[src/rtl/moore_10110_pkg.sv]
// Shared state encoding for the 10110 serial pattern detectors.
// The behavioural and gate-level versions both rely on these codes.
package moore_10110_pkg;
    typedef logic [2:0] state_t;

    localparam state_t IDLE  = 3'd0;
    localparam state_t S1    = 3'd1;
    localparam state_t S10   = 3'd2;
    localparam state_t S101  = 3'd3;
    localparam state_t S1011 = 3'd4;
    localparam state_t FOUND = 3'd5;
endpackage

[src/rtl/moore_10110_detector.sv]
// Moore detector for serial pattern 10110 with overlap.
// w is decoded from the state register only, so j never reaches it combinationally.
module moore_10110_detector
    import moore_10110_pkg::*;
(
    input  logic clk,
    input  logic rst,
    input  logic j,
    output logic w
);
    state_t state_q, state_d;

    always_ff @(posedge clk) begin
        if (rst) state_q <= IDLE;
        else     state_q <= state_d;
    end

    always_comb begin
        state_d = IDLE;
        case (state_q)
            IDLE:    state_d = j ? S1    : IDLE;
            S1:      state_d = j ? S1    : S10;
            S10:     state_d = j ? S101  : IDLE;
            S101:    state_d = j ? S1011 : S10;
            S1011:   state_d = j ? S1    : FOUND;
            // Trailing "10" of a hit is the start of the next one.
            FOUND:   state_d = j ? S101  : IDLE;
            default: state_d = IDLE;
        endcase
    end

    always_comb begin
        w = (state_q == FOUND);
    end
endmodule

[config.mk]
export PLATFORM = sky130hd
export DESIGN_NAME = moore_10110_detector
export DESIGN_NICKNAME = d
export VERILOG_FILES = /design/src/rtl/moore_10110_pkg.sv /design/src/rtl/moore_10110_detector.sv
export SDC_FILE = /design/constraint.sdc
export NUM_CORES = 1
export LEC_CHECK = 0
export ABC_AREA = 1
export BUFFER_PORTS_ARGS = -buffer_cell sky130_fd_sc_hd__buf_4
export CORE_AREA = 5 5 42 44
export CTS_CLUSTER_SIZE = 16
export DETAILED_ROUTE_END_ITERATION = 10
export DIE_AREA = 0 0 47 49
export PLACE_DENSITY_LB_ADDON = 0.25
export SYNTH_ARGS = -nofsm -noshare
export SYNTH_HDL_FRONTEND = slang
export SYNTH_SLANG_ARGS = --single-unit
export TNS_END_PERCENT = 20
[constraint.sdc]
create_clock -name clk -period 0.8 [get_ports clk]
set_clock_uncertainty 0.05 [all_clocks]
set_input_delay 0.2 -clock clk [delete_from_list [all_inputs] [get_ports clk]]
set_output_delay 0.2 -clock clk [all_outputs]
set_load 0.02 [all_outputs]
==> impl_metrics.ini <==
[outcome]
outcome = finished, violations left
violations = negative setup slack

[cells_and_area]
insertedDiodeCount = 0
drive_above_1_share_pct = 36.1
layout.nets = 40
largest-register = state_q
stdcell_area_sq_um = 262
post-route-util_pct = 18.7
largest_reg_flops = 3
fillCellCount = 169
top_regs = state_q x3
syn2layout_area_growth_pct = 71.3

[sta]
slew_headroom_pct = 89.3
grt_setup_unrepaired = yes
worst-slew-pin-transition_ns = 0.161
fin_setup_tns_ns = -0.750
hold_viol = 0
period_needed_ns = 1.07
max_freq_mhz = 934
setup_viol = 4
period_share_pct = 134
layout_setup_ws_ns = -0.271
maxSlewViolCount = 0

[pwr]
fin_total_pwr_w = 0.000494
clkPwrFrac_pct = 52.4
switching_power_w = 0.000116
ir_drop_mv = 1.04
p_leak_nw = 0.141
p_comb_share_pct = 12.4
p_seq_share_pct = 35.2
cell_internal_pwr_w = 0.000378
sw_frac_of_total_pct = 23.6
p_per_area_nw_per_um2 = 1890

[worst_setup_path]
path_cells = nand2_4 -> nor2_4 -> buf_6
crit_required_ns = 0.55
path_max_fanout = 2
critical_path.max_stage_delay_ns = 0.35
worstSetupPathType = reg2out
start_kind = flop
cpMaxStageDelayCell = dfxtp_4
worstSetupEndpointType = output port
cp.arrival_ns = 0.82

[logic_synthesis]
synth_edf_count = 0
yosys_warnings = 0
synth.avg_cell_area_sq_um = 5.65
synth_top_area_share_pct = 39.3
synthFlopType = dfxtp_1
yosys.area.top_type = dfxtp_1
synth_area_leaders = dfxtp_1, nor2_1, nand2_1
synth_common_cells = nor2_1, nand2_1, inv_1
ys_ff_latch = 3
async_flop_share_pct = 0
syn_area_sq_um = 153
syn-num-nets = 30
synthesis.instances = 27
yosysMostFrequentCell = nor2_1
synth-seq-area-share_pct = 39.3
ys_types = 6

[placement]
placed_area_sq_um = 208
gp_congestion = 0.594
numPortBuffers = 3
dp_worst_setup_slack_ns = -0.116

[grt]
antenna_found_initial = 0
grt_pass1_wl_um = 772
grt_max_degree = 6
grt.total_usage_pct = 4.85
grt.overflow.total = 0
grt_pass1_vias = 178

[cts]
cts_max_path_buffers = 2
cts_buffers = 3
clk_latency_ns = 0.23
hold_buffers = 0
clk_pin_slew_ns = 0.04
root_buffer = clkbuf_4
ctsHtreeMaxLevel = 1
clkSinkCount = 3
cts_tree = done

[detailed_routing]
first_pass_iters = 1
via_count = 172
wl_per_cell_um = 7.33
totalWireLength_um = 381
ant_nets = 0
drtIter0Drc = 0
drc = 0
vias_per_cell = 3.31

[floorplan]
num_rows = 14
ioPinCount = 4
die-area_sq_um = 2300
fp.dieH_um = 49
die_w_um = 47
initial_core_util_pct = 10.9
fp.coreArea_sq_um = 1400

[min_path]
hold_class = in2reg

[run]
drv_cap = 0
==> critical path: cells and delay by family, from the launching register on <==
kind | cells | cell delay (ns)
and+or+nand+nor | 2 | 0.13
DFF | 1 | 0.35
buffers and inverters | 1 | 0.11
==> layout make-up <==
class                   count  area, sq um  area share, %
repair buffers              5         41.3           15.8
inverters                   5         18.8           7.18
flip-flops and latches      3         66.3           25.4
clock buffers               4         26.3           10.0
multi-input cells          19         88.8           34.0
well taps                  16         20.0           7.66
==> layout by cell type, fill, tap and decap left out <==
cell / netlist / routed
inv_1: 5 / 5
clkbuf_4: 0 / 3
dfxtp_2: 0 / 2
o21ai_1: 0 / 1
nand2_4: 0 / 1
dfxtp_4: 0 / 1
a21oi_1: 1 / 1
buf_6: 0 / 1
nor2_4: 0 / 1
buf_4: 0 / 4
nor2_1: 9 / 8
clkbuf_1: 0 / 1
nand2_1: 8 / 7
==> per-layer routing <==
metal	share of wire, %	vias up	global-route usage, %
met1	52	71	6.35
met4	0	0	0
met5	0	-	0
met2	37	5	5.66
met3	11	0	5.54
li1	-	96	-
==> cell families after synthesis <==
family,after synthesis,share of synthesized area [%]
and+or+nand+nor,17,41.8
DFF,3,39.3
AOI/OAI and AO/OA,2,6.55
buffers and inverters,5,12.3
==> final timing paths <==
check | startpoint | to | slack, ns | cells past startpoint
setup / recovery | state_q[2]$_SDFF_PP0_ | w | -0.27 | 3
setup reg to reg | state_q[2]$_SDFF_PP0_ | state_q[2]$_SDFF_PP0_ | -0.18 | 4
hold reg to reg | state_q[1]$_SDFF_PP0_ | state_q[0]$_SDFF_PP0_ | 0.54 | 3
hold / removal | rst | state_q[1]$_SDFF_PP0_ | 0.18 | 4
==> per-stage QoR <==
step / hold slack (ns) / std cells
global route: 0.201 / 52
finish: 0.180 / 52
floorplan: 0.309 / 27
CTS: 0.167 / 52
global placement: 0.423 / 46
detailed placement: 0.422 / 46
==> repair_timing <==
| action | in CTS | in global routing |
|---|---|---|
| setup buffers | 2 | 0 |
| pin swaps | 2 | 0 |
| setup endpoints to repair | 4 | 4 |
| gates resized for setup | 4 | 1 |
| gates cloned | 0 | 0 |
==> power by group through the flow <==
stage / combinational [W] / sequential [W] / clock [W]
after floorplan: 0.0000317 / 0.000175 / 0
after global placement: 0.0000471 / 0.000180 / 0
after detailed placement: 0.0000465 / 0.000179 / 0
after CTS: 0.0000608 / 0.000173 / 0.000276
after global routing: 0.0000733 / 0.000175 / 0.000304
final: 0.0000612 / 0.000174 / 0.000259
(Power assumes the default switching activity.)
